### src/rtl/mmss_timer_pkg.sv
// Shared types and constants for the mm:ss BCD timer.
package mmss_timer_pkg;

  typedef enum logic [1:0] {
    IDLE = 2'd0,
    RUN  = 2'd1,
    DONE = 2'd2
  } state_t;

  localparam logic [3:0] BCD_NINE = 4'd9;
  localparam logic [3:0] BCD_FIVE = 4'd5;

  function automatic int calc_div(input int clk_hz, input int tick_hz);
    return clk_hz / tick_hz;
  endfunction

  function automatic int calc_presc_width(input int div);
    return (div > 2) ? $clog2(div) : 1;
  endfunction

endpackage

### src/rtl/mmss_timer_bcd_bcd2_updown.sv
// Two-digit BCD field counting 00..MAX, stepping up or down, with set-increment and clear.
module bcd2_updown
  import mmss_timer_pkg::*;
#(
  parameter int MAX = 59
) (
  input  logic       clk,
  input  logic       reset,
  input  logic       clr,
  input  logic       step,
  input  logic       up,
  input  logic       set_inc,
  output logic [3:0] tens,
  output logic [3:0] units,
  output logic       at_max,
  output logic       at_zero
);

  localparam logic [3:0] MAX_T = 4'(MAX / 10);
  localparam logic [3:0] MAX_U = 4'(MAX % 10);

  logic [3:0] t_s;
  logic [3:0] u_s;
  logic [3:0] tens_nxt_s;
  logic [3:0] units_nxt_s;
  logic       up_s;

  // Out-of-range digits are treated as zero so a corrupted field recovers on its next update.
  always_comb begin
    t_s     = (tens > MAX_T) ? 4'd0 : tens;
    u_s     = (units > BCD_NINE) ? 4'd0 : units;
    at_max  = (t_s == MAX_T) && (u_s >= MAX_U);
    at_zero = (t_s == 4'd0) && (u_s == 4'd0);
    up_s    = step ? up : 1'b1;
  end

  // Next field value for one step in the selected direction, wrapping at both ends.
  always_comb begin
    tens_nxt_s  = t_s;
    units_nxt_s = u_s;
    if (up_s) begin
      if (at_max) begin
        tens_nxt_s  = 4'd0;
        units_nxt_s = 4'd0;
      end else if (u_s == BCD_NINE) begin
        tens_nxt_s  = t_s + 4'd1;
        units_nxt_s = 4'd0;
      end else begin
        units_nxt_s = u_s + 4'd1;
      end
    end else begin
      if (at_zero) begin
        tens_nxt_s  = MAX_T;
        units_nxt_s = MAX_U;
      end else if (u_s == 4'd0) begin
        tens_nxt_s  = t_s - 4'd1;
        units_nxt_s = BCD_NINE;
      end else begin
        units_nxt_s = u_s - 4'd1;
      end
    end
  end

  // Digit registers.
  always_ff @(posedge clk or negedge reset) begin
    if (!reset) begin
      tens  <= 4'd0;
      units <= 4'd0;
    end else if (clr) begin
      tens  <= 4'd0;
      units <= 4'd0;
    end else if (step || set_inc) begin
      tens  <= tens_nxt_s;
      units <= units_nxt_s;
    end else begin
      tens  <= tens;
      units <= units;
    end
  end

endmodule

### src/rtl/mmss_timer_bcd.sv
// mm:ss up/down BCD timer with prescaler tick, set buttons, auto-stop or wrap, and status pulses.
module mmss_timer_bcd
  import mmss_timer_pkg::*;
#(
  parameter int CLK_HZ      = 100000000,
  parameter int TICK_HZ     = 1,
  parameter int MAX_MINUTES = 59,
  parameter int AUTO_STOP   = 1
) (
  input  logic       clk,
  input  logic       reset,
  input  logic       clear,
  input  logic       enable,
  input  logic       forward,
  input  logic       inc_seconds,
  input  logic       inc_minutes,
  output logic [3:0] sec_tens,
  output logic [3:0] sec_units,
  output logic [3:0] min_tens,
  output logic [3:0] min_units,
  output logic       finish,
  output logic       done,
  output logic       running,
  output logic       tick
);

  localparam int            DIV          = calc_div(CLK_HZ, TICK_HZ);
  localparam int            PW           = calc_presc_width(DIV);
  localparam logic [PW-1:0] PRESC_LAST   = PW'(DIV - 1);
  localparam int            SEC_MAX      = int'(BCD_FIVE) * 10 + int'(BCD_NINE);
  localparam bit            STOP_AT_TERM = (AUTO_STOP != 0);

  state_t        state_r;
  state_t        state_nxt_s;
  logic [PW-1:0] presc_r;
  logic          inc_sec_q_r;
  logic          inc_min_q_r;
  logic          finish_r;
  logic          done_r;
  logic          running_r;
  logic          tick_r;

  logic inc_sec_s;
  logic inc_min_s;
  logic inc_any_s;
  logic run_s;
  logic fire_s;
  logic term_s;
  logic hold_s;
  logic sec_step_s;
  logic min_step_s;
  logic sec_at_max_s;
  logic sec_at_zero_s;
  logic min_at_max_s;
  logic min_at_zero_s;

  // Button edges, tick qualification and terminal decode; forward on the tick cycle picks the terminal.
  always_comb begin
    inc_sec_s  = inc_seconds & ~inc_sec_q_r & (state_r != RUN);
    inc_min_s  = inc_minutes & ~inc_min_q_r & (state_r != RUN);
    inc_any_s  = inc_sec_s | inc_min_s;
    run_s      = (state_r == RUN) & enable;
    fire_s     = run_s & (presc_r == PRESC_LAST);
    term_s     = forward ? (sec_at_max_s & min_at_max_s) : (sec_at_zero_s & min_at_zero_s);
    hold_s     = fire_s & term_s & STOP_AT_TERM;
    sec_step_s = fire_s & ~hold_s;
    min_step_s = sec_step_s & (forward ? sec_at_max_s : sec_at_zero_s);
  end

  // Next-state logic; DONE only leaves on pause or an accepted set button.
  always_comb begin
    state_nxt_s = state_r;
    if (clear) begin
      state_nxt_s = IDLE;
    end else begin
      case (state_r)
        IDLE:    state_nxt_s = enable ? RUN : IDLE;
        RUN: begin
          if (!enable) begin
            state_nxt_s = IDLE;
          end else if (hold_s) begin
            state_nxt_s = DONE;
          end else begin
            state_nxt_s = RUN;
          end
        end
        DONE:    state_nxt_s = (!enable || inc_any_s) ? IDLE : DONE;
        default: state_nxt_s = IDLE;
      endcase
    end
  end

  // State register.
  always_ff @(posedge clk or negedge reset) begin
    if (!reset) begin
      state_r <= IDLE;
    end else begin
      state_r <= state_nxt_s;
    end
  end

  // Prescaler, edge-detect history and registered status outputs.
  always_ff @(posedge clk or negedge reset) begin
    if (!reset) begin
      presc_r     <= {PW{1'b0}};
      inc_sec_q_r <= 1'b0;
      inc_min_q_r <= 1'b0;
      finish_r    <= 1'b0;
      done_r      <= 1'b0;
      running_r   <= 1'b0;
      tick_r      <= 1'b0;
    end else begin
      inc_sec_q_r <= inc_seconds;
      inc_min_q_r <= inc_minutes;
      finish_r    <= fire_s & term_s & ~clear;
      tick_r      <= fire_s & ~clear;
      done_r      <= (state_nxt_s == DONE);
      running_r   <= (state_nxt_s == RUN);
      // Outside an active RUN cycle the prescaler sits at zero, discarding any partial period.
      if (clear || !run_s || (presc_r == PRESC_LAST)) begin
        presc_r <= {PW{1'b0}};
      end else begin
        presc_r <= presc_r + PW'(1);
      end
    end
  end

  bcd2_updown #(.MAX(SEC_MAX)) u_seconds (
    .clk     (clk),
    .reset   (reset),
    .clr     (clear),
    .step    (sec_step_s),
    .up      (forward),
    .set_inc (inc_sec_s),
    .tens    (sec_tens),
    .units   (sec_units),
    .at_max  (sec_at_max_s),
    .at_zero (sec_at_zero_s)
  );

  bcd2_updown #(.MAX(MAX_MINUTES)) u_minutes (
    .clk     (clk),
    .reset   (reset),
    .clr     (clear),
    .step    (min_step_s),
    .up      (forward),
    .set_inc (inc_min_s),
    .tens    (min_tens),
    .units   (min_units),
    .at_max  (min_at_max_s),
    .at_zero (min_at_zero_s)
  );

  assign finish  = finish_r;
  assign done    = done_r;
  assign running = running_r;
  assign tick    = tick_r;

endmodule

### config.mk
export PLATFORM = sky130hd
export DESIGN_NAME = mmss_timer_bcd
export DESIGN_NICKNAME = d
export VERILOG_FILES = /design/src/rtl/mmss_timer_pkg.sv /design/src/rtl/mmss_timer_bcd_bcd2_updown.sv /design/src/rtl/mmss_timer_bcd.sv
export SDC_FILE = /design/constraint.sdc
export NUM_CORES = 1
export LEC_CHECK = 0
export ABC_AREA = 1
export BUFFER_PORTS_ARGS = -buffer_cell sky130_fd_sc_hd__buf_2
export CORE_MARGIN = 2
export CORE_UTILIZATION = 30
export DETAILED_ROUTE_END_ITERATION = 10
export PLACE_DENSITY = 0.42
export REMOVE_ABC_BUFFERS = 1
export SYNTH_ARGS = -nofsm -noshare
export SYNTH_HDL_FRONTEND = slang
export SYNTH_SLANG_ARGS = --single-unit
export TNS_END_PERCENT = 5
### constraint.sdc
create_clock -name clk -period 5.4 [get_ports clk]
set_input_delay 0.27 -clock clk [delete_from_list [all_inputs] [get_ports clk]]
set_output_delay 0.27 -clock clk [all_outputs]
set_load 0.01 [all_outputs]
# Word level (Yosys, flattened, before mapping)
# Index checks and enable logic that the tools add are counted.
word_totals:
  ff_bits: 51
  input_bits: 7
  out_inout_bits: 20
classes:
  add_sub_neg: 9
  n_lt_le_gt_ge: 6
  eq_ne: 10
  n_mux: 43
  bitwise_logic: 18
  n_reduce_logical: 18
ops:
  columns: ["operator", "count"]
  rows:
  - ["two-way mux 4 bit", 32]
  - ["adder 27 x 1 -> 27 bit, second input constant", 1]
  - ["== test 27 bit, second input constant", 1]
  - ["two-way mux 27 bit", 1]
  - ["adder 4 x 1 -> 4 bit, second input constant", 4]
  - ["logical NOT 4 bit", 4]
  - ["subtractor 4 x 1 -> 4 bit, second input constant", 4]
  - ["AND 1 bit", 13]
  - ["== test 4 x 3 -> 1 bit, second input constant", 2]
  - ["== test 4 bit, second input constant", 2]
  - [">= comparator 4 bit, second input constant", 2]
  - ["> comparator 4 x 3 -> 1 bit, second input constant", 2]
  - ["> comparator 4 bit, second input constant", 2]
  - ["two-way mux 2 bit", 4]
  - ["one-hot mux 2 bit (3 select lines)", 1]
  - ["logical OR 1 bit", 5]
  - ["two-way mux 1 bit", 5]
  - ["== test 2 x 1 -> 1 bit, second input constant", 2]
  - ["== test 2 bit, second input constant", 2]
  - ["logical AND 1 bit", 4]
  - ["inverter 1 bit", 4]
  - ["nonzero test 2 bit", 2]
  - ["logical NOT 1 bit", 2]
  - ["logical NOT 2 bit", 1]
  - ["2 further kinds", 2]

# Depth between registers and ports, before layout
# Gate-level depths: netlist of run 1.
depth:
  ltp_word: 14
  depth_mapped: 17
  ltp_nobuf: 17

# Hierarchy
# Synthesis of run 1 repeated with hierarchy kept, for this count alone.
hier_totals:
  hier_cells: 521
  hier_area_um2: 3482.1
by_module_without_submodules:
  columns: ["mod", "n_inst", "cells_each", "area_each_um2"]
  rows:
  - ["mmss_timer_bcd", 1, 287, 2038.2]
  - ["bcd2_updown", 2, 117, 721.9]

# Worst setup path after synthesis of run 1
# No wires, ideal clock.
synth_path:
  path_type: "register to register"
  from: "register u_minutes.units[2]"
  to: "register u_seconds.tens[1]"
  setup_time_ns: 0.118
  t_arrival_ns: 2.236
  required_ns: 5.282
  path_slack_ns: 3.047
  stages_incl_launch_ff: 16
  path_buffers: 0
  cell_sequence: "dfrtp_1 -> nor2_1 -> nor2_1 -> nor2_1 -> inv_1 -> ha_1 -> a21boi_0 -> nand2_1 -> nor2_2 -> nand2_1 -> nand2_1 -> nand3_4 -> nand3_1 -> o21ai_0 -> nand3_1 -> nand2_1"
synth_via:
  elab_chain_len: 13
synth_rtl:
  columns: ["element", "line_no", "rtl"]
  rows:
  - ["from (decl)", "mmss_timer_bcd_bcd2_updown.sv:14", "output logic [3:0] units,"]
  - ["from (signal assigned)", "mmss_timer_bcd_bcd2_updown.sv:74", "units <= units_nxt_s;"]
  - ["from (signal assigned)", "mmss_timer_bcd_bcd2_updown.sv:77", "units <= units;"]
  - ["> comparator 4 bit", "mmss_timer_bcd_bcd2_updown.sv:31", "u_s = (units > BCD_NINE) ? 4'd0 : units;"]
  - ["two-way mux 4 bit (*)", "mmss_timer_bcd_bcd2_updown.sv:31", null]
  - [">= comparator 4 bit / logical NOT 4 bit (equally long branches)", "mmss_timer_bcd_bcd2_updown.sv:32, mmss_timer_bcd_bcd2_updown.sv:33", null]
  - ["logical AND 1 bit, on equally long branches", "mmss_timer_bcd_bcd2_updown.sv:32, mmss_timer_bcd_bcd2_updown.sv:33", null]
  - ["AND 1 bit", "mmss_timer_bcd.sv:64", "term_s = forward ? (sec_at_max_s & min_at_max_s) : (sec_at_zero_s & min_at_zero_s);"]
  - ["two-way mux 1 bit (*)", "mmss_timer_bcd.sv:64", null]
  - ["AND 1 bit (*)", "mmss_timer_bcd.sv:65", "hold_s = fire_s & term_s & STOP_AT_TERM;"]
  - ["inverter 1 bit (*)", "mmss_timer_bcd.sv:66", "sec_step_s = fire_s & ~hold_s;"]
  - ["AND 1 bit (*)", "mmss_timer_bcd.sv:66", null]
  - ["two-way mux 1 bit", "mmss_timer_bcd_bcd2_updown.sv:34", "up_s = step ? up : 1'b1;"]
  - ["two-way mux 4 bit", "mmss_timer_bcd_bcd2_updown.sv:41", "if (up_s) begin"]
  - ["two-way mux 4 bit", "mmss_timer_bcd_bcd2_updown.sv:72", "end else if (step || set_inc) begin"]
  - ["two-way mux 4 bit", "mmss_timer_bcd_bcd2_updown.sv:69", "end else if (clr) begin"]
  - ["to (signal assigned)", "mmss_timer_bcd_bcd2_updown.sv:73", "tens <= tens_nxt_s;"]
  - ["to (signal assigned)", "mmss_timer_bcd_bcd2_updown.sv:76", "tens <= tens;"]
  - ["to (decl)", "mmss_timer_bcd_bcd2_updown.sv:13", "output logic [3:0] tens,"]
# Every way passes the cells marked *; elsewhere a longest branch is shown, timed or not. The select of a mux whose other input is x is not followed.
# A chain may end at the register's enable or synchronous reset.

# Worst setup path in the final report of run 1
layout_path:
  from: "register u_minutes.units[2]"
  to: "register u_seconds.tens[0]"
# The elaborated chain is that of the path after synthesis.

==> impl_results.md, run 1 <==
- Status: finished, final reports clean
- PwrDens: 219.7 mW/mm^2
- Most used cell, CP: nand2_1
- Worst Path Required: 5.59 ns
- Mapped Cells: 497
- Area of the mapped netlist: 0.003505 mm^2
- Num CTS Buffers: 5
- Die ar.: about 0.013 mm^2
- Commonest cells in the netlist: nand2_1, nor2_1, inv_1
- Worst Hold Class: in -> reg
- Syn-to-layout area delta: 13.39%
- Vias in the first global route: 3,139
- CTS tree: built
- Setup Crit Path Kind: reg -> reg
- Fin. Hold Viols: 0
- Core footprint: 0.01142 mm^2
- Final period utilization: 0.4930
- Crit-path max FO: 9
- Largest net degree at the start of global routing: 52
- Root buf cell: clkbuf_16
- Worst-path cell chain: nor2_1 -> nor2_1 -> nor2_1 -> inv_1 -> ha_1 -> a21boi_0 -> nand2_1 -> nor2_2 -> nand2_1 -> nand2_1 -> nand3_4 -> nand2_2 -> nand2_2 -> nand4_1 -> nand2_1
- Hold buffers post-CTS: 0
- Resize count post-CTS: 0
- Vias/cell: between 4 and 5
- Top_reg_cell synth: dfrtp_1
- Max frequency: roughly 380 MHz
- RSZ-0062 raised after global routing: false
- GPL Wtd Cong: approximately 0.82
- H-Tree Depth: 2
- Layout cells sized above 1: 0.1214
- Height of the die: roughly 110 um
- First-pass GRT wire length: 15,810 um
- IO Port Bufs: 26
- Least-Margin Pin Slew: ~0.83 ns
- WP depth: 15
- Post-synth top area share: 0.3642
- Mean Syn Cell Area: just over 7 um^2
- Crit end category: flip-flop
- Pwr Total: roughly 0.87 mW
- Worst Skew: 0.005213 ns
- Yosys reg bits: between 50 and 60
- Worst setup SP type: flip-flop
- Slowest stage cell, crit path: dfrtp_1
- GRT Total Usage: 0.1545
- NumNets Final: ~550
- Die Wd: about 110 um
- Crit path to: u_seconds.tens[0]
- Most frequent cell after synthesis: nand2_1
- MaxCap Viol Count: 0
- Pre-CTS setup slack: 2.748 ns
- Cell taking the most area after synthesis: dfrtp_1
- Grt ovf: 0
- Routed WL per cell: approximately 14 um
- Diodes inserted: 0
- Slew headroom: 0.4443
- Ys async rst share: 1.000
- Post-synth EDFFs: 0
- Tmin final: 2.662 ns
- Reg area: between 0.001 and 0.0015 mm^2
- Worst setup path startpoint: u_minutes.units[2]
- Crit path arrival time: between 2 and 3 ns
- Boundary Pins: 27
- Max Slew Vio Count: 0
- Post-route antenna net violation count: 0
- Final setup viols: 0
- Row cnt: 39
- Slowest stage delay, CP: 0.43 ns
- Final WS setup: around 2.7 ns
- Clock Latency Late Sink: approximately 0.3 ns
- R2R Path Start: u_minutes.units[2]
- Postcts setup bufs: 0
- LEAKAGE: 1.891 nW
- YS warnings: 0
- CTS Sinks: 51
- Hold slack final: 0.09880 ns
- DRC Markers: 0
- Reg-to-Reg End: u_seconds.tens[0]
- Area of the multi-input gates: 0.001964 mm^2
- Reg clk slew, reported paths: 0.07 ns
- Top Family by Delay on Critical Path: simple AND/OR/NAND/NOR gates
- DR iter-0 viols: ~170
- Setup TNS: 0 ns
- Drt pass-1 iters: 4
- Fin cells: 670
- Yosys cell types: 37
- Max clock buf depth: 2
- Initial antenna violation count: 0
- Final wirelength: 9049 um
- Buf/Inv on CP: 1
- Filler instances: 1,262
- R2R depth: 15
- Post-DP HPWL: 6806 um
- Peak supply drop: 0.1103 mV
- Top post-synthesis cells by area: dfrtp_1, nand2_1, nand3_1
- Placed Instances: 662
- R2R setup slack: 2.74 ns
- Initial core utilization: 0.3069
- Post-synthesis sequential area ratio: 0.3642
- Routed vias: 3,215
==> worst min path at each step <==
stage               slack [ns]          end        start  depth (start not counted)
global route               0.1  inc_sec_q_r  inc_seconds                          1
detailed placement        0.41  inc_sec_q_r  inc_seconds                          1
finish                     0.1  inc_sec_q_r  inc_seconds                          1
CTS                       0.09  inc_sec_q_r  inc_seconds                          1
global placement          0.41  inc_sec_q_r  inc_seconds                          1
floorplan                -0.03         done        reset                          0
==> layer usage <==
layer / wire (um) / global-route usage
met5: 0 / 0
met1: 4852 / 0.2359
met3: 323 / 0.02700
met4: 83 / 0.03333
met2: 3789 / 0.2289
==> cell families after synthesis <==
group	after synthesis	share of synthesized area
and+or+nand+nor	302	0.3974
buffers and inverters	70	0.07533
DFF	51	0.3642
AOI/OAI and AO/OA	49	0.08783
xor gates and xnor gates	13	0.03249
adders and majority gates	12	0.04284
==> area by class of cell <==
| type | instances | area share |
|---|---|---|
| sequential | 51 | 0.3212 |
| multi-input combinational | 376 | 0.4943 |
| tap | 143 | 0.04503 |
| inverter | 65 | 0.06140 |
| timing repair buffer | 27 | 0.03463 |
| clock buffer | 5 | 0.03149 |
| clock inverter | 3 | 0.01196 |
==> cells in the final DEF (no fill, tap or decap), types with 4 or more instances in the layout <==
cell / netlist / final
nand2_1: 124 / 124
nor2_1: 62 / 62
inv_1: 61 / 61
dfrtp_1: 51 / 51
nand3_1: 48 / 48
buf_2: 1 / 26
nor3_1: 20 / 20
nand4_1: 19 / 19
o21ai_0: 19 / 19
a21oi_1: 16 / 16
ha_1: 12 / 12
xor2_1: 8 / 8
nor2_2: 6 / 6
nand2_2: 6 / 6
xnor2_1: 5 / 5
clkbuf_16: 0 / 5
o21a_1: 4 / 4
==> report_power, final <==
part / total (mW) / leakage (nW) / switching (mW) / internal, mW
Combinational: 0.102 / 1.10 / 0.0719 / 0.0302
Clock: 0.377 / 0.0844 / 0.155 / 0.222
Sequential: 0.394 / 0.703 / 0.00727 / 0.387
Total: 0.873 / 1.89 / 0.234 / 0.639
==> flip-flops by register name, summed over array words and instances (netlist names) <==
name and cells:
presc_r 27, u_minutes.units 4, u_seconds.tens 4, tick 1, inc_sec_q_r 1, u_minutes.tens 4, finish 1, state_r 2
inc_min_q_r 1, done 1, u_seconds.units 4, running 1
==> through the flow <==
step	utilization	area (um^2)
floorplan	-	3485
finish	0.3480	3974
CTS	0.3480	3974
detailed placement	0.3329	3801
global placement	0.3329	3801
global route	0.3480	3974
Note: power is estimated with default switching activity, not from simulation.
==> run 2, diff against run 1 <==
--- a/config.mk
+++ b/config.mk
@@ -5,12 +5,12 @@
 export SDC_FILE = /design/constraint.sdc
 export NUM_CORES = 1
 export LEC_CHECK = 0
-export ABC_AREA = 1
+export ABC_AREA = 0
 export BUFFER_PORTS_ARGS = -buffer_cell sky130_fd_sc_hd__buf_2
 export CORE_MARGIN = 2
 export CORE_UTILIZATION = 30
 export DETAILED_ROUTE_END_ITERATION = 10
-export PLACE_DENSITY = 0.42
+export PLACE_DENSITY = 0.43
 export REMOVE_ABC_BUFFERS = 1
 export SYNTH_ARGS = -nofsm -noshare
 export SYNTH_HDL_FRONTEND = slang
==> constraint.sdc (replaced) <==
create_clock -name clk -period 2.18 [get_ports clk]
set_input_delay 0.109 -clock clk [delete_from_list [all_inputs] [get_ports clk]]
set_output_delay 0.109 -clock clk [all_outputs]
set_load 0.01 [all_outputs]
==> run 2 against run 1 <==
The run now ends with setup timing left; register-to-register slack lost 3.1 ns; cell count is 7.2% lower; worst setup slack got worse by 3.1 ns; combinational power rose to 4.0 times the previous value; non-clock buffer count rose by 103; sequential share of layout area shrank 3.6 points; global-route usage is 0.087 points higher; fmax up 5.1%; wire length decreased by 6.1%; critical path type unchanged; largest cell class unchanged; largest power group unchanged; highest routed layer unchanged.
==> impl_results.md, run 2 <==
- Status: finished, violations left
- Failing checks: setup timing
- Post-Synth Simple-Gate Area: 0.3008 (-0.09659)
- Worst-path cell chain: nor4bb_2 -> nand4_1 -> or4_4 -> a211oi_4 -> nor3_2 -> or3_1 -> a221oi_2
- Area of the multi-input gates: 0.001938 mm^2 (-1.3%)
- Reg area: 0.001276 mm^2 (unchanged)
- Die Wd: 108.1 um (-3.5%)
- Setup Crit Path Kind: reg -> reg
- Least-Margin Pin Slew: 0.8447 ns (+0.01321 ns)
- Vias/cell: 4.740 (-1.2%)
- Fin. Hold Viols: 0 (unchanged)
- LEAKAGE: 2.110 nW (+12%)
- Crit-path max FO: 5 (-4)
- DRC Markers: 0 (unchanged)
- Grt ovf: 0 (unchanged)
- Synth Area in Adders: 0.04615 (+0.003312)
- Final core occ: 0.4191 (+0.07105)
- Final WS setup: -0.3520 ns (-3.090 ns)
- Crit end category: flip-flop
- Worst Skew: 0.004076 ns (-0.001137 ns)
- Setup TNS: -3.596 ns (-3.596 ns)
- H-Tree Depth: 2 (unchanged)
- Filler instances: 1,122 (-11%)
- Synth Area in Compound Gates: 0.1358 (+0.04794)
- Max clock buf depth: 2 (unchanged)
- First-pass GRT wire length: 14,480 um (-8.4%)
- Slowest stage delay, CP: 0.56 ns (+0.13 ns)
- Root buf cell: clkbuf_8
- GPL Wtd Cong: 0.8262 (+1.4%)
- Clock Latency Late Sink: 0.30 ns (about the same)
- Slowest stage cell, crit path: or4_4
- Most frequent cell after synthesis: nor2_1
- CTS tree: built
- Final period utilization: 1.161 (+0.6685)
- Mux cell area share after synthesis: 0.01615 (+0.01615)
- Worst setup SP type: flip-flop
- Cell taking the most area after synthesis: dfrtp_1
- Layout cells sized above 1: 0.3589 (+0.2375)
- GRT Total Usage: 0.1553 (+0.0008716)
- Post-route antenna net violation count: 0 (unchanged)
- Row cnt: 38 (-2.6%)
- Reg clk slew, reported paths: 0.10 ns (+0.03 ns)
- Initial core utilization: 0.3041 (-0.002832)
- Post-synthesis sequential area ratio: 0.3923 (+0.02815)
- Worst Hold Class: in -> reg
- Top Family by Delay on Critical Path: simple AND/OR/NAND/NOR gates
- Post-synth EDFFs: 0 (unchanged)
- Top post-synthesis cells by area: dfrtp_1, nor2_1, ha_1
- Crit path arrival time: 2.75 ns (-0.10 ns)
- Largest reg by FF count: presc_r
- CTS Sinks: 51 (unchanged)
- Syn-to-layout area delta: 37.81%
- Num CTS Buffers: 5 (unchanged)
- Yosys reg bits: 51 (unchanged)
- YS warnings: 0 (unchanged)
- Most frequent cells in the layout: buf_4, nor2_1, dfrtp_1
- Die ar.: 0.01169 mm^2 (-6.9%)
- Mapped Cells: 353 (-29%)
- Commonest cells in the netlist: nor2_1, dfrtp_1, nand2_1
- Final setup viols: 18 (+18)
- Hold slack final: 0.1309 ns (+0.03208 ns)
- Peak supply drop: 0.2357 mV (+110%)
- PwrDens: 434.9 mW/mm^2 (+98%)
- Worst Path Required: 2.40 ns (-3.19 ns)
- Largest net degree at the start of global routing: 37 (-29%)
- Slew headroom: 0.4369 (-0.007465)
- Tmin final: 2.532 ns (-0.1303 ns)
- NumNets Final: 500 (-8.3%)
- Max FFs per register: 27 (unchanged)
- Area of the mapped netlist: 0.003253 mm^2 (-7.2%)
- Largest family of logic cells by synthesized area: simple AND/OR/NAND/NOR gates
- Routed WL per cell: 13.66 um (+1.1%)
- DR iter-0 viols: 101 (-40%)
- Mean Syn Cell Area: 9.216 um^2 (+31%)
- Buf/Inv on CP: 0 (-1)
- IO Port Bufs: 26 (unchanged)
- Finished layout cell area: 0.004483 mm^2 (+13%)
- Height of the die: 108.1 um (-3.5%)
- Final wirelength: 8496 um (-6.1%)
- Commonest non-fill, non-tap cell in the layout: buf_4
- Diodes inserted: 0 (unchanged)
- Max Slew Vio Count: 0 (unchanged)
- Area after DPL: 0.004234 mm^2 (+11%)
- RSZ-0062 raised after global routing: true
- Initial antenna violation count: 0 (unchanged)
- Boundary Pins: 27 (unchanged)
- Post-Synth XOR/XNOR Area: 0.07000 (+0.03751)
- Core footprint: 0.01070 mm^2 (-6.3%)
- Max frequency: 394.9 MHz (+5.1%)
- Ys async rst share: 1.000 (unchanged)
- Yosys cell types: 72 (+95%)
- Routed vias: 2,948 (-8.3%)
- Post-DP HPWL: 6350 um (-6.7%)
- Drt pass-1 iters: 5 (+1)
- Post-synth top area share: 0.3923 (+0.02815)
- Top_reg_cell synth: dfrtp_1
- Pwr Total: 1.950 mW (+120%)
- MaxCap Viol Count: 0 (unchanged)
- Vias in the first global route: 3,049 (-2.9%)
[run 2: cell types whose count changed after synthesis, moves of 7 or more]
cell      change
nand3_1      -35
and3_1        +7
xor2_1        +7
o21ai_0       -7
nor3_1       -12
nor2_1       -10
nand4_1      -12
nand2b_1      +9
a211oi_1      +7
nand2_1      -91
inv_1        -46
[run 2: final timing paths]
path                                   from  cells past startpoint  slack (ns)            endpoint
worst min register to register  presc_r[24]                      2        0.55         presc_r[24]
worst max register to register  presc_r[17]                      7       -0.35  u_seconds.units[1]
min in group asynchronous             reset                      2        0.43  u_minutes.units[0]
worst max-delay path            presc_r[17]                      7       -0.35  u_seconds.units[1]
worst min-delay path                 enable                      2        0.13             running
max in group asynchronous             reset                      3        1.04                done
[run 2: cell families (layout without fill, tap and decap cells)]
family	Yosys count	after routing
DFF	51	51
AOI/OAI and AO/OA	60	60
adders and majority gates	12	12
buffers and inverters	24	153
xor gates and xnor gates	26	26
muxes	5	5
and+or+nand+nor	175	175
[run 2: metrics by stage]
step	setup slack, ns	std cells
after floorplan	-0.7170	344
after global placement	-0.3656	606
after detailed placement	-0.4451	606
after CTS	-0.3025	620
after global routing	-0.4435	622
final	-0.3520	622
[run 2: final cells by class]
| cell class | instances | area share |
|---|---|---|
| repair buffers | 130 | 0.2113 |
| flip-flops and latches | 51 | 0.2847 |
| inverters | 15 | 0.01256 |
| clock buffers | 6 | 0.01619 |
| multi-input cells | 278 | 0.4323 |
| well taps | 140 | 0.03907 |
| clock inverters | 2 | 0.003907 |
[run 2: timing repair]
action	in CTS	in global routing
gates cloned	0	0
buffers inserted	3	2
hold endpoints to repair	36	0
gates resized for setup	12	8
pin swaps	10	10
hold buffers	3	0
endpoints found under the setup margin	34	37
[run 2: power by group]
part | total (mW) | internal [mW] | switching, mW
registers | 0.973 | 0.964 | 0.00957
clock network | 0.565 | 0.232 | 0.333
logic | 0.412 | 0.189 | 0.223
total | 1.95 | 1.38 | 0.566
[run 2: per-layer routing]
layer  wire (um)  vias up  share of wire  global-route usage
met5           0        -              0                   0
met4          51        0         0.0060             0.03022
met3         183        5          0.022             0.02291
met2        4225       22           0.50              0.2772
met1        4035     1410           0.47              0.2001
li1            -     1511              -                   -
==> run 3, diff against run 2 <==
--- a/config.mk
+++ b/config.mk
@@ -10,7 +10,7 @@
 export CORE_MARGIN = 2
 export CORE_UTILIZATION = 30
 export DETAILED_ROUTE_END_ITERATION = 10
-export PLACE_DENSITY = 0.43
+export PLACE_DENSITY = 0.42
 export REMOVE_ABC_BUFFERS = 1
 export SYNTH_ARGS = -nofsm -noshare
 export SYNTH_HDL_FRONTEND = slang
==> constraint.sdc (replaced) <==
create_clock -name clk -period 3.2 [get_ports clk]
set_input_delay 0.16 -clock clk [delete_from_list [all_inputs] [get_ports clk]]
set_output_delay 0.16 -clock clk [all_outputs]
set_load 0.01 [all_outputs]
==> run 3 against run 2 <==
The run now ends clean; wire length shrank 13%; worst setup slack better by 0.72 ns; clock skew rose by 0.0071 ns; sequential share of layout area up 5.9 points; flip-flop and latch count stayed put; clock power decreased by 28%; hold slack gained 0.038 ns; via count decreased by 12%; global-route usage down 2.0 points; combinational power fell by 50%; critical path depth increased by 1; core utilization decreased by 7.2 points; largest cell class unchanged.
==> impl_results.md, run 3 (synthesis results as in run 2) <==
- Syn-to-layout area delta: 14.15%
- Post-DP HPWL: 5447 um (-14%)
- Max FFs per register: 27 (unchanged)
- Die ar.: 0.01169 mm^2 (unchanged)
- Boundary Pins: 27 (unchanged)
- Crit-path max FO: 10 (+5)
- Die Wd: 108.1 um (unchanged)
- Logic pwr share: 0.160 (-0.051)
- LEAKAGE: 1.637 nW (-22%)
- Postcts setup bufs: 0 (-3)
- Row cnt: 38 (unchanged)
- Worst Hold Class: in -> reg
- Num CTS Buffers: 5 (unchanged)
- Hold buffers post-CTS: 3 (unchanged)
- Fin. Hold Viols: 0 (unchanged)
- Final setup viols: 0 (-18)
- Setup TNS: 0 ns (+3.596 ns)
- Max frequency: 353.0 MHz (-11%)
- Hold slack final: 0.1685 ns (+0.03761 ns)
- GPL Wtd Cong: 0.7871 (-4.7%)
- Crit path arrival time: 3.05 ns (+0.30 ns)
- DR iter-0 viols: 107 (+5.9%)
- Reg clk slew, reported paths: 0.10 ns (about the same)
- Largest net degree at the start of global routing: 43 (+16%)
- Diodes inserted: 0 (unchanged)
- Net switching power: 0.3834 mW (-32%)
- Top Family by Delay on Critical Path: compound AO/OA/AOI/OAI gates
- MaxCap Viol Count: 0 (unchanged)
- Clock Latency Late Sink: 0.31 ns (about the same)
- Clk pwr share: 0.316 (+0.026)
- Pwr Total: 1.281 mW (-34%)
- Post-route antenna net violation count: 0 (unchanged)
- Drt pass-1 iters: 4 (-1)
- Vias in the first global route: 2,551 (-16%)
- Core footprint: 0.01070 mm^2 (unchanged)
- Grt ovf: 0 (unchanged)
- RSZ-0062 raised after global routing: false
- Slowest stage delay, CP: 0.59 ns (+0.03 ns)
- Least-Margin Pin Slew: 1.100 ns (+0.2553 ns)
- Tmin final: 2.833 ns (+0.3007 ns)
- H-Tree Depth: 2 (unchanged)
- Worst-path cell chain: or4_1 -> a2111o_1 -> o21ai_2 -> a21oi_1 -> nor3_4 -> buf_4 -> a21oi_1 -> a221oi_2
- Slowest stage cell, crit path: or4_1
- Initial antenna violation count: 0 (unchanged)
- GRT Total Usage: 0.1357 (-0.01970)
- Max Slew Vio Count: 0 (unchanged)
- Max clock buf depth: 2 (unchanged)
- Worst Skew: 0.01117 ns (+0.007090 ns)
- Setup Crit Path Kind: reg -> reg
- Sequential Power Share: 0.524 (+0.025)
- Final wirelength: 7380 um (-13%)
- CTS Sinks: 51 (unchanged)
- Initial core utilization: 0.3041 (unchanged)
- DRC Markers: 0 (unchanged)
- First-pass GRT wire length: 12,780 um (-12%)
- Resize count post-CTS: 0 (-12)
- Sw frac: 0.2992 (+0.009002)
- IO Port Bufs: 26 (unchanged)
- Vias/cell: 4.858 (+2.5%)
- CTS tree: built
- Status: finished, final reports clean
- Internal cell power: 0.8980 mW (-35%)
- Routed vias: 2,594 (-12%)
- Largest reg by FF count: presc_r
- Slew headroom: 0.2667 (-0.1702)
- Crit end category: flip-flop
- Worst Path Required: 3.42 ns (+1.02 ns)
- Routed WL per cell: 13.82 um (+1.2%)
- Most frequent cells in the layout: nor2_1, dfrtp_1, nand2_1
- Root buf cell: clkbuf_8
- Commonest non-fill, non-tap cell in the layout: nor2_1
- Buf/Inv on CP: 1 (+1)
- Most used cell, CP: a21oi_1
- Height of the die: 108.1 um (unchanged)
- Final period utilization: 0.8852 (-0.2763)
- Worst setup SP type: flip-flop
- Layout cells sized above 1: 0.1777 (-0.1813)
- PwrDens: 345.1 mW/mm^2 (-21%)
- NumNets Final: 412 (-18%)
- Peak supply drop: 0.1845 mV (-22%)
==> run 3: power groups by stage <==
stage               sequential [mW]  combinational, mW  clock [mW]
floorplan                     0.690              0.119           0
global placement              0.684              0.207           0
detailed placement            0.684              0.206           0
CTS                           0.672              0.210       0.426
global route                  0.674              0.233       0.457
finish                        0.671              0.205       0.405
==> run 3: final cells by class <==
class                      count  area [um^2]
clock buffer                   5        68.82
timing repair buffer          42        257.7
sequential                    51         1276
inverter                      15        56.30
clock inverter                 3        28.78
tap                          140        175.2
fill                        1128         6984
multi-input combinational    278         1851
==> run 3: layer usage <==
layer | up-vias | track usage | share of wire
met1 | 1231 | 0.1882 | 0.50
li1 | 1329 | - | -
met2 | 32 | 0.2255 | 0.47
met3 | 2 | 0.02230 | 0.028
met4 | 0 | 0.02381 | 0.0039
met5 | - | 0 | 0
==> run 3: worst paths after layout <==
kind | start | slack [ns] | endpoint | cells after the start
setup / recovery | u_seconds.units[3] | 0.37 | u_seconds.units[1] | 8
min in group asynchronous | reset | 0.25 | u_seconds.tens[2] | 2
setup reg to reg | u_seconds.units[3] | 0.37 | u_seconds.units[1] | 8
hold reg to reg | state_r[0] | 0.48 | state_r[1] | 1
hold / removal | enable | 0.17 | state_r[0] | 2
max in group asynchronous | reset | 2.15 | presc_r[2] | 3
==> run 3: stage by stage <==
stage               instances  area (um^2)  worst slack (ns)    util
finish                    534         3714            0.3673  0.3471
global route              534         3714            0.2026  0.3471
CTS                       534         3714            0.3566  0.3471
detailed placement        523         3586            0.3852  0.3352
global placement          523         3586            0.4188  0.3352
floorplan                 344         3183            0.3030       -
